==> src/rtl/audio_lr_scheduler.sv <==
// rtl/audio_lr_scheduler.sv - left/right sample sequencer into the audio-out FIFO bridge
//
// Purpose:
//   Accepts one left then one right mono sample per frame and forwards them as
//   tagged words {ch, seq[2:0], sample} through a single registered output
//   stage. A right sample that does not arrive within TIMEOUT cycles of
//   waiting drops the frame as a slip. Completed frames are counted and raise a
//   level interrupt every IRQ_FRAMES frames.
//
// Ports:
//   clk, rst          clock; synchronous active-high reset
//   l_valid/l_data    left sample stream in;  l_ready out
//   r_valid/r_data    right sample stream in; r_ready out
//   sink_valid/data   tagged output word to the bridge; sink_ready[0] accepts it
//   irq_ack           one-cycle pulse clearing irq
//   irq               level interrupt, frame threshold reached
//   frame_count       completed frames (wrapping)
//   slip_count        timed-out frames (saturating)

module audio_lr_scheduler #(
    parameter int SAMPLE_W   = 24,
    parameter int DATA_SIZE  = 28,    // must equal SAMPLE_W + 4
    parameter int IRQ_FRAMES = 256,   // 1..65535
    parameter int TIMEOUT    = 1023   // >= 1
) (
    input  logic                 clk,
    input  logic                 rst,
    input  logic                 l_valid,
    input  logic [SAMPLE_W-1:0]  l_data,
    output logic                 l_ready,
    input  logic                 r_valid,
    input  logic [SAMPLE_W-1:0]  r_data,
    output logic                 r_ready,
    output logic                 sink_valid,
    output logic [DATA_SIZE-1:0] sink_data,
    input  logic [1:0]           sink_ready,
    input  logic                 irq_ack,
    output logic                 irq,
    output logic [15:0]          frame_count,
    output logic [7:0]           slip_count
);

    // Timer only ever holds 0..TIMEOUT-1.
    localparam int                 TIMER_W    = (TIMEOUT > 1) ? $clog2(TIMEOUT) : 1;
    localparam logic [TIMER_W-1:0] TIMER_LAST = TIMER_W'(TIMEOUT - 1);
    localparam logic [15:0]        IRQ_LAST   = 16'(IRQ_FRAMES - 1);

    typedef enum logic {
        S_L = 1'b0,
        S_R = 1'b1
    } state_t;

    state_t             state;
    logic [2:0]         seq;
    logic [TIMER_W-1:0] timer;
    logic [15:0]        irq_cnt;

    logic out_free;
    logic l_acc;
    logic r_acc;
    logic timeout_hit;
    logic irq_hit;
    logic sink_ready_unused;

    // Upper bridge ready bit carries no meaning for this block.
    assign sink_ready_unused = sink_ready[1];

    // The output stage can take a new word when empty or draining this cycle.
    assign out_free = !sink_valid || sink_ready[0];
    assign l_ready  = (state == S_L) && out_free;
    assign r_ready  = (state == S_R) && out_free;
    assign l_acc    = l_valid && l_ready;
    assign r_acc    = r_valid && r_ready;

    // The timer keeps running under bridge back-pressure, so a long stall
    // also slips the frame.
    assign timeout_hit = (state == S_R) && !r_acc && (timer == TIMER_LAST);
    assign irq_hit     = r_acc && (irq_cnt == IRQ_LAST);

    always_ff @(posedge clk) begin
        if (rst) begin
            state       <= S_L;
            seq         <= 3'd0;
            timer       <= '0;
            irq_cnt     <= 16'd0;
            sink_valid  <= 1'b0;
            sink_data   <= '0;
            irq         <= 1'b0;
            frame_count <= 16'd0;
            slip_count  <= 8'd0;
        end else begin
            // Output register: load on accept, otherwise hold until taken.
            if (l_acc) begin
                sink_valid <= 1'b1;
                sink_data  <= {1'b0, seq, l_data};
            end else if (r_acc) begin
                sink_valid <= 1'b1;
                sink_data  <= {1'b1, seq, r_data};
            end else if (sink_ready[0]) begin
                sink_valid <= 1'b0;
            end

            case (state)
                S_L: begin
                    if (l_acc) begin
                        timer <= '0;
                        state <= S_R;
                    end
                end
                S_R: begin
                    if (r_acc) begin
                        seq         <= seq + 3'd1;
                        frame_count <= frame_count + 16'd1;
                        state       <= S_L;
                    end else if (timeout_hit) begin
                        // Left word already left the block; only the frame is lost.
                        if (slip_count != 8'hFF) begin
                            slip_count <= slip_count + 8'd1;
                        end
                        seq   <= seq + 3'd1;
                        timer <= '0;
                        state <= S_L;
                    end else begin
                        timer <= timer + 1'b1;
                    end
                end
                default: state <= S_L;
            endcase

            if (irq_hit) begin
                irq_cnt <= 16'd0;
            end else if (r_acc) begin
                irq_cnt <= irq_cnt + 16'd1;
            end

            // A threshold in the same cycle as an ack wins, so no event is lost.
            if (irq_hit) begin
                irq <= 1'b1;
            end else if (irq_ack) begin
                irq <= 1'b0;
            end
        end
    end

endmodule
==> config.mk <==
export PLATFORM = sky130hd
export DESIGN_NAME = audio_lr_scheduler
export DESIGN_NICKNAME = d
export VERILOG_FILES = /design/src/rtl/audio_lr_scheduler.sv
export SDC_FILE = /design/constraint.sdc
export NUM_CORES = 1
export LEC_CHECK = 0
export BUFFER_PORTS_ARGS = -buffer_cell sky130_fd_sc_hd__buf_2
export CAP_MARGIN = 0
export CORE_MARGIN = 10
export CORE_UTILIZATION = 50
export CTS_CLUSTER_DIAMETER = 60
export DETAILED_ROUTE_END_ITERATION = 16
export GPL_ROUTABILITY_DRIVEN = 0
export GPL_TIMING_DRIVEN = 0
export PLACE_DENSITY_LB_ADDON = 0.25
export SLEW_MARGIN = 40
export SYNTH_ARGS = -nofsm -noshare
export SYNTH_HDL_FRONTEND = slang
export SYNTH_SLANG_ARGS = --single-unit
==> constraint.sdc <==
create_clock -name clk -period 2.68 [get_ports clk]
set_clock_uncertainty 0.15 [all_clocks]
set_input_delay 0.134 -clock clk [delete_from_list [all_inputs] [get_ports clk]]
set_output_delay 0.134 -clock clk [all_outputs]
set_load 0.01 [all_outputs]
# Yosys cells after proc, flatten, opt, wreduce, memory -nomap -nowiden
# Index checks and enable logic that the tools add are counted.
dict set report op_classes {
  n_addsub 5
  eq_ne 5
  mux 17
  bitwise_logic 2
  n_reduce_logical 20
}
# op count
set ops {}
lappend ops {{$mux 27} 2}
lappend ops {{$add 16x1->16 const B} 2}
lappend ops {{$mux 10} 3}
lappend ops {{$pmux 10 s2} 1}
lappend ops {{$eq 16x8->1 const B} 1}
lappend ops {{$add 10x1->10 const B} 1}
lappend ops {{$eq 10x10->1 const B} 1}
lappend ops {{$add 8x1->8 const B} 1}
lappend ops {{$mux 1} 8}
lappend ops {{$ne 8x8->1 const B} 1}
lappend ops {{$logic_and 1x1->1} 7}
lappend ops {{$mux 3} 2}
lappend ops {{$reduce_and 2->1} 3}
lappend ops {{$reduce_bool 2->1} 3}
lappend ops {{$ne 2x2->1 const B} 2}
lappend ops {{$reduce_and 4->1} 1}
lappend ops {{$reduce_or 2->1} 2}
lappend ops {{$add 3x1->3 const B} 1}
lappend ops {{$reduce_bool 3->1} 1}
lappend ops {{$logic_not 1->1} 2}
lappend ops {{$not 1->1} 2}
lappend ops {{$pmux 1 s2} 1}
lappend ops {{$logic_or 1x1->1} 1}
dict set report word_totals {
  reg_bits 84
  output_inout_bits 56
}

# Logic depth before layout (Yosys ltp)
# Gate-level depths: netlist of run 1.
dict set report logic_depth {
  depth_word 10
  mapped_depth 7
  depth_no_buf 6
}

# Worst setup path after synthesis of run 1
# Ideal clock, no wire load.
dict set report synth_path {
  path_type {register to register}
  from {reg timer[0]}
  to {reg slip_count[6]}
  setup_ns 0.121
  arrival_time_ns 1.678
  setup_slack_ns 0.732
  path_stages_with_launch 8
  period_less_slack_ns 1.948
  cell_sequence {dfxtp_1 -> inv_1 -> ha_1 -> nand4_1 -> a2111o_1 -> clkbuf_1 -> nor3_1 -> mux2_2}
}
dict set report synth_between {
  elab_chain_len 3
}
# element line
set synth_lines {}
lappend synth_lines {{start: declaration} 55} ;# logic [TIMER_W-1:0] timer;
lappend synth_lines {{start signal: assignment} 124} ;# timer <= timer + 1'b1;
lappend synth_lines {{$eq 10x10->1} 77} ;# assign timeout_hit = (state == S_R) && !r_acc && (timer == TIMER_LAST);
lappend synth_lines {{$logic_and 1x1->1} 77}
lappend synth_lines {{$reduce_and 4->1 (no line)} n/a}
lappend synth_lines {{end signal: assignment} 118} ;# slip_count <= slip_count + 8'd1;
lappend synth_lines {{end: declaration} 40} ;# output logic [7:0] slip_count
# No other way between the ends.
# A chain may end at the register's enable or synchronous reset.

# Worst setup path after layout of run 1
dict set report layout_path {
  from {in r_valid}
  to {reg sink_data[16]}
}
dict set report layout_between {
  elab_chain_len 2
}
# element line
set layout_lines {}
lappend layout_lines {{start: declaration} 31} ;# input logic r_valid,
lappend layout_lines {{$logic_and 1x1->1} 73} ;# assign r_acc = r_valid && r_ready;
lappend layout_lines {{$reduce_bool 2->1 (no line)} n/a}
lappend layout_lines {{end signal: assignment} 95} ;# sink_data <= {1'b0, seq, l_data};
lappend layout_lines {{end signal: assignment} 98} ;# sink_data <= {1'b1, seq, r_data};
lappend layout_lines {{end: declaration} 35} ;# output logic [DATA_SIZE-1:0] sink_data,
# No other way between the ends.

==> summary.txt, run 1 <==
Synthesis
  • Largest family of logic cells by synthesized area: simple AND/OR/NAND/NOR gates
  • Synth warnings: 0
  • Simple-Gate Fraction of Synth Area: 28.4%
  • Post-Syn Instances: 473
  • Post-synthesis sequential area ratio: 43.4%
  • Synth Area in Adders: 1.94%
  • Post-synthesis mux area share: 1.06%
  • Synth Area in Compound Gates: 18.5%
  • Mean Syn Cell Area: 8.20 um^2
  • Synth cell types: 39
  • Post-synth EDFFs: 0
  • Synth Area in XOR/XNOR: 2.94%
  • Asr flop ratio synth: 0%
  • Mapped cell area: 0.00388 mm^2
  • Synth Net Count: 534
  • FF+latch count, synth: 84
  • Primary FF master, synth: dfxtp_1

Clock network
  • CTS max path bufs: 2
  • Sink Count: 84
  • Root buffer cell: clkbuf_8
  • TritonCTS buffer count: 9
  • Insertion delay to the later sink of the worst-skew pair: 0.35 ns
  • Setup Fix Bufs, Post-CTS: 0
  • CTS tree: built
  • Htree depth: 3
  • CTS clk-pin slew, worst paths: 0.09 ns

STA
  • Worst Setup Slack, final: 0.0581 ns
  • Final-report max-slew violation count: 0
  • Final setup violation count: 0
  • Fmax: 381 MHz
  • Final worst path period need: 2.62 ns
  • RSZ-0062 raised after global routing: yes
  • Period utilization: 97.8%
  • Max_slew headroom: 59.3%
  • Worst slew pin tran: 0.606 ns
  • Hold Vio Cnt, Final: 0

Layout
  • Nets@finish: 705
  • Synthesis-to-finish area growth: 35.6%
  • Share of layout cells above drive strength 1: 20.8%
  • Final core occ: 68.8%

Worst setup path
  • Delay-heaviest family, CP: buffers and inverters
  • Crit path required time: 2.83 ns
  • Largest fanout on the critical path: 10
  • CP max stage cell: dlygate4sd3_1
  • Crit path kind: input pin to flop
  • Reg2reg end: sink_data[16]
  • Crit. End Element: flop
  • FF-to-FF Start: sink_valid
  • Crit-path cells: dlygate4sd3_1 -> buf_2 -> and2_1 -> nand2_1 -> clkbuf_1 -> nand2_1 -> a311oi_1 -> dlygate4sd3_1
  • Worst Reg2Reg Path Length in Cells: 7
  • Crit start category: input pin
  • R2r setup slk: 0.11 ns
  • Worst Path Buf+Inv: 4
  • Worst Path Arrival: 2.77 ns
  • Max stage delay on crit path: 0.59 ns

Global routing
  • Gr busiest metal: met2
  • Met1 usage in global routing: 24.1%
  • Grt met2 use: 35.3%
  • Total global routing overflow: 0
  • Total Routing Usage GR: 21.1%
  • First-pass GRT wire length: 20500 um
  • Initial antenna violation count: 0
  • Met3 Use GR: 6.54%
  • Largest net degree at the start of global routing: 14
  • Vias in the first global route: 4385

Drt
  • Routed Antenna Nets: 0
  • Wire per inst: 16.7 um
  • Drt total wl: 12500 um
  • Drt drc: 0
  • Via count: 4344
  • First-pass iteration count of the detailed router: 4
  • Mean number of vias per cell: 5.78
  • DRT iter0 DRCs: 307

Die
  • Site Rows: 32
  • Total core area: 0.00765 mm^2
  • Die height: 108 um
  • IO Count: 111
  • Initial Util: 50.7%
  • Die width: 108 um
  • Die area: 0.0117 mm^2

Min path
  • Hold path endpoint: sink_data[27]
  • Worst Hold Class: input pin to flop
  • Hold depth: 4
  • Hold_sp: l_valid

Placed design
  • Hpwl dp: 8220 um
  • Port Buf Inserts: 109
  • Setup WS pre-CTS: 0.426 ns

Run
  • Max_cap viols: 0

Power
  • Overall power: 2630 uW
  • Pwr Density: 499 mW/mm^2
  • Leak Pwr: 0.00204 uW
  • Max VDD drop: 0.000353 V

Outcome
  • Status: completed
==> synthesized netlist by cell type (3+ instances only) <==
library cell / instances / area share, %
xnor2_1: 11 / 2.5
a21oi_1: 42 / 5.4
nand2b_1: 3 / 0.48
a311oi_1: 24 / 5.4
and4_1: 4 / 0.90
nand4_1: 15 / 2.4
nor3b_1: 3 / 0.58
o31ai_1: 20 / 3.9
or3_1: 18 / 2.9
nor4_1: 6 / 0.97
nand2_1: 71 / 6.9
nand3_1: 18 / 2.3
nor2b_1: 4 / 0.65
inv_1: 5 / 0.48
clkbuf_1: 25 / 2.4
ha_1: 6 / 1.9
o21ai_0: 15 / 1.9
nor2_1: 43 / 4.2
nor3_1: 7 / 0.90
buf_2: 5 / 0.65
dfxtp_1: 84 / 43
mux2i_1: 3 / 0.77
or4_1: 20 / 3.9
==> worst max path at each step <==
| stage | start | end | slack [ns] | depth (start not counted) |
|---|---|---|---|---|
| floorplan | timer[0] | slip_count[6] | 0.73 | 7 |
| global placement | timer[1] | slip_count[6] | 0.47 | 6 |
| CTS | state | sink_data[12] | 0.02 | 6 |
| finish | r_valid | sink_data[16] | 0.06 | 8 |
| global route | state | sink_data[16] | -0.06 | 6 |
| detailed placement | timer[1] | slip_count[6] | 0.43 | 6 |
==> logic make-up (layout without fill, tap and decap cells) <==
group	after synthesis	in the layout
compound gates	110	110
xor+xnor	13	13
fa+ha+maj	6	6
buf+inv	37	212
flops	84	84
mux	4	4
other cells	0	1
simple gates	219	219
==> worst reg2reg max path, delay by kind of cell (launching register included) <==
kind,cells,cell delay [ns]
buffers and inverters,3,1.22
AND/OR/NAND/NOR,3,0.48
flip-flops,1,0.36
AO/OA/AOI/OAI,1,0.32
==> where the power goes <==
part | total, uW | leakage (uW) | switching [uW] | internal (uW)
registers | 1330 | 0.000683 | 35.7 | 1300
clock network | 900 | 0.0000914 | 449 | 450
logic | 395 | 0.00127 | 212 | 184
total | 2630 | 0.00204 | 697 | 1930
==> flip-flops by register name (all words and copies together) (netlist names) <==
name	count
frame_count	16
state	1
irq	1
sink_valid	1
timer	10
seq	3
sink_data	28
slip_count	8
irq_cnt	16
==> layout by cell type, fill, tap and decap left out, types with 2 or more instances in the layout <==
master	netlist	layout
and4_1	4	4
nand2_1	71	71
dfxtp_1	84	84
inv_1	5	5
nor4b_1	2	2
nor2b_1	4	4
nor3_1	7	7
dlygate4sd3_1	0	51
or3_1	18	18
nand2b_1	3	3
ha_1	6	6
clkbuf_8	0	10
nor4_1	6	6
xnor2_1	11	11
nand4_1	15	15
a311oi_1	24	24
nand3_1	18	18
buf_2	5	114
nor2_1	43	43
xor2_1	2	2
o41ai_1	2	2
clkbuf_2	1	3
nor3b_1	3	3
a21oi_1	42	42
clkbuf_1	25	23
buf_1	1	2
o21ai_1	2	2
and2_1	2	2
o21ai_0	15	15
o31ai_1	20	20
or4_1	20	20
clkinvlp_4	0	2
mux2i_1	3	3
==> per-layer routing <==
metal / part of all wire (%) / up-vias
li1: - / 2090
met3: 7.0 / 37
met5: 0 / -
met2: 50 / 160
met4: 3.2 / 0
met1: 40 / 2057
==> layout make-up <==
cell class / count / area, um^2
timing repair buffer: 160 / 1060
inverter: 5 / 18.8
tap: 102 / 128
fill: 607 / 2390
buffer: 32 / 130
antenna: 1 / 2.50
sequential: 84 / 1680
clock inverter: 4 / 50.0
multi-input combinational: 352 / 2050
clock buffer: 11 / 141
==> through the flow <==
stage | hold slack (ns) | std cells | TNS (ns) | cell area (um^2)
floorplan | 0.143 | 473 | 0 | 3880
global placement | 0.248 | 684 | 0 | 4550
detailed placement | 0.254 | 684 | 0 | 4550
CTS | 0.114 | 750 | 0 | 5250
global route | 0.155 | 750 | -0.239 | 5260
finish | 0.121 | 751 | 0 | 5260
==> repair_timing <==
| action | CTS | global route |
|---|---|---|
| setup endpoints to repair | 0 | 11 |
| gates resized for setup | 0 | 5 |
| endpoints found under the hold margin | 27 | 0 |
| hold buffers | 51 | 0 |
Power figures use the tool's default switching activity.
==> run 2: changes to the inputs <==
--- a/config.mk
+++ b/config.mk
@@ -5,7 +5,7 @@
 export SDC_FILE = /design/constraint.sdc
 export NUM_CORES = 1
 export LEC_CHECK = 0
-export BUFFER_PORTS_ARGS = -buffer_cell sky130_fd_sc_hd__buf_2
+export BUFFER_PORTS_ARGS = -buffer_cell sky130_fd_sc_hd__clkbuf_2
 export CAP_MARGIN = 0
 export CORE_MARGIN = 10
 export CORE_UTILIZATION = 50
==> constraint.sdc (replaced) <==
create_clock -name clk -period 3 [get_ports clk]
set_clock_uncertainty 0.15 [all_clocks]
set_input_delay 0.15 -clock clk [delete_from_list [all_inputs] [get_ports clk]]
set_output_delay 0.15 -clock clk [all_outputs]
set_load 0.01 [all_outputs]
==> run 2 against run 1 <==
Compared with the run above:
- first-iteration DRC count shrank 16%
- critical path depth shrank 2
- cell count is 0.13% higher
- non-clock buffer count shrank 1
- wire length decreased by 1.1%
- sequential power decreased by 11%
- global-route usage is 0.34 points lower
- critical endpoint is now sink_data[13]
- largest power group unchanged
==> summary.txt, run 2 (synthesis results as in run 1) <==
Layout
  • Nets@finish: 704 (was 705)
  • Max reg flops: 28 (unchanged)
  • Commonest cells after routing, fill and taps aside: clkbuf_2 (110), dfxtp_1 (84), nand2_1 (71) (was buf_2 (114), dfxtp_1 (84), nand2_1 (71))
  • Multi-input gate area: 0.00205 mm^2 (unchanged)
  • Commonest non-fill, non-tap cell in the layout: clkbuf_2 (was buf_2)
  • Fillers: 593 (was 607)
  • FF/Latch Area: 0.00168 mm^2 (unchanged)
  • Reg with most FFs: sink_data (unchanged)
  • Largest registers: sink_data: 28 flops, frame_count: 16 flops, irq_cnt: 16 flops (unchanged)
  • Synthesis-to-finish area growth: 36.7% (was 35.6%)
  • Share of layout cells above drive strength 1: 20.8% (unchanged)

Placed design
  • Hpwl dp: 8240 um (was 8220 um)
  • Port Buf Inserts: 109 (unchanged)

Global routing
  • First-pass GRT wire length: 20000 um (was 20500 um)
  • Total Routing Usage GR: 20.8% (was 21.1%)
  • Vias in the first global route: 4231 (was 4385)
  • Initial antenna violation count: 0 (unchanged)
  • Largest net degree at the start of global routing: 16 (was 14)
  • Total global routing overflow: 0 (unchanged)

Worst setup path
  • Reg2reg end: sink_data[13] (was sink_data[16])
  • Max stage delay on crit path: 0.62 ns (was 0.59 ns)
  • FF-to-FF Start: state (was sink_valid)
  • Worst Path Arrival: 2.94 ns (was 2.77 ns)
  • R2r setup slk: 0.16 ns (was 0.11 ns)
  • Largest fanout on the critical path: 10 (unchanged)
  • Crit path kind: flop to flop (was input pin to flop)
  • Crit start category: flop (was input pin)
  • Crit. End Element: flop (unchanged)
  • CP max stage cell: dlygate4sd3_1 (unchanged)
  • Crit-path cells: and2b_1 -> nand2_1 -> clkbuf_1 -> clkbuf_1 -> a311oi_1 -> dlygate4sd3_1 (was dlygate4sd3_1 -> buf_2 -> and2_1 -> nand2_1 -> clkbuf_1 -> nand2_1 -> a311oi_1 -> dlygate4sd3_1)
  • Most frequent CP cell: clkbuf_1
  • Worst Reg2Reg Path Length in Cells: 6 (was 7)
  • Crit path required time: 3.10 ns (was 2.83 ns)

Die
  • Die area: 0.0117 mm^2 (unchanged)
  • IO Count: 111 (unchanged)
  • Die width: 108 um (unchanged)
  • Site Rows: 32 (unchanged)
  • Total core area: 0.00765 mm^2 (unchanged)
  • Initial Util: 50.7% (unchanged)
  • Die height: 108 um (unchanged)

STA
  • Fmax: 353 MHz
  • RSZ-0062 raised after global routing: no (was yes)
  • Period utilization: 94.6%
  • Worst slew pin tran: 0.642 ns (was 0.606 ns)
  • Final-report max-slew violation count: 0 (unchanged)
  • Final setup violation count: 0 (unchanged)
  • Setup TNS: 0 ns (unchanged)
  • Final worst path period need: 2.84 ns
  • Final hold slack: 0.0164 ns (was 0.121 ns)
  • Hold Vio Cnt, Final: 0 (unchanged)
  • Max_slew headroom: 56.8% (was 59.3%)

Min path
  • Hold_sp: r_valid (was l_valid)
  • Hold depth: 4 (unchanged)
  • Hold path endpoint: state (was sink_data[27])
  • Worst Hold Class: input pin to flop (unchanged)

Drt
  • First-pass iteration count of the detailed router: 5 (was 4)
  • Via count: 4348 (was 4344)
  • Routed Antenna Nets: 0 (unchanged)
  • Wire per inst: 16.5 um (was 16.7 um)
  • Mean number of vias per cell: 5.78 (about the same)
  • Drt total wl: 12400 um (was 12500 um)
  • Drt drc: 0 (unchanged)
  • DRT iter0 DRCs: 257 (was 307)

Clock network
  • CTS tree: built (unchanged)
  • CTS clk-pin slew, worst paths: 0.09 ns (about the same)
  • Sink Count: 84 (unchanged)
  • TritonCTS buffer count: 9 (unchanged)
  • Htree depth: 3 (unchanged)
  • Root buffer cell: clkbuf_8 (unchanged)
  • Insertion delay to the later sink of the worst-skew pair: 0.36 ns (was 0.35 ns)
  • CTS max path bufs: 2 (unchanged)

Power
  • Pwr Density: 480 mW/mm^2 (was 499 mW/mm^2)
  • Max VDD drop: 0.000307 V (was 0.000353 V)
  • Leak Pwr: 0.00204 uW (about the same)

Run
  • Max_cap viols: 0 (unchanged)

Outcome
  • Status: completed (unchanged)
run 2: changes by cell type in the layout (fill, tap and decap cells not counted):
cell / change
dlygate4sd3_1: -1
clkbuf_2: +107
clkinv_2: -1
bufinv_16: +2
clkbuf_8: -1
inv_6: +2
clkbuf_1: +2
diode_2: +1
buf_1: -1
buf_2: -109
run 2: critical path: cells and delay by family (launching register included):
kind,cells,cell delay [ns]
buffers and inverters,3,1.54
DFF,1,0.48
and+or+nand+nor,2,0.38
AOI/OAI and AO/OA,1,0.18
run 2: cell type report:
| cell class | count | share of cell area [%] |
|---|---|---|
| Antenna cell | 2 | 0.0944 |
| Buffer | 32 | 2.41 |
| Clock buffer | 9 | 2.34 |
| Clock inverter | 7 | 2.31 |
| Inverter | 5 | 0.354 |
| Multi-Input combinational cell | 352 | 38.7 |
| Sequential cell | 84 | 31.7 |
| Tap cell | 102 | 2.41 |
| Timing Repair Buffer | 159 | 19.7 |
run 2: repair_timing:
action                                 in CTS  in global routing
hold buffers                               50                  0
gates resized for setup                     0                  0
endpoints found under the hold margin      26                  0
setup buffers                               0                  0
run 2: worst max path at each step:
stage | slack (ns) | end | start | depth (start not counted)
after CTS | 0.24 | sink_data[18] | state | 6
final | 0.16 | sink_data[13] | state | 6
after floorplan | 1.05 | slip_count[6] | timer[0] | 7
after global placement | 0.81 | slip_count[6] | timer[1] | 6
after global routing | 0.07 | sink_data[13] | state | 6
after detailed placement | 0.78 | irq_cnt[3] | irq_cnt[0] | 6
run 2: where the power goes:
part / switching [uW] / leakage, uW / total, uW / internal (uW)
Sequential: 32.3 / 0.000683 / 1190 / 1160
Combinational: 187 / 0.00124 / 352 / 165
Clock: 444 / 0.000116 / 1000 / 559
Total: 663 / 0.00204 / 2540 / 1880
run 2: routing by layer:
layer | GRT usage, % | vias to the layer above | share of wire [%]
li1 | - | 2093 | -
met4 | 10.3 | 0 | 3.4
met5 | 0 | - | 0
met3 | 5.71 | 33 | 7.1
met2 | 33.4 | 176 | 49
met1 | 25.0 | 2046 | 41
run 2: stage by stage:
step,worst slack [ns],utilization (%),total power (uW),cells,cell area [um^2]
2_1_floorplan,1.05,-,1360,473,3880
3_3_place_gp,0.806,59.5,1480,684,4550
3_5_place_dp,0.775,59.5,1480,684,4550
4_1_cts,0.241,69.3,2540,750,5300
5_1_grt,0.0718,69.3,2630,750,5300
6_report,0.163,69.4,2540,752,5300
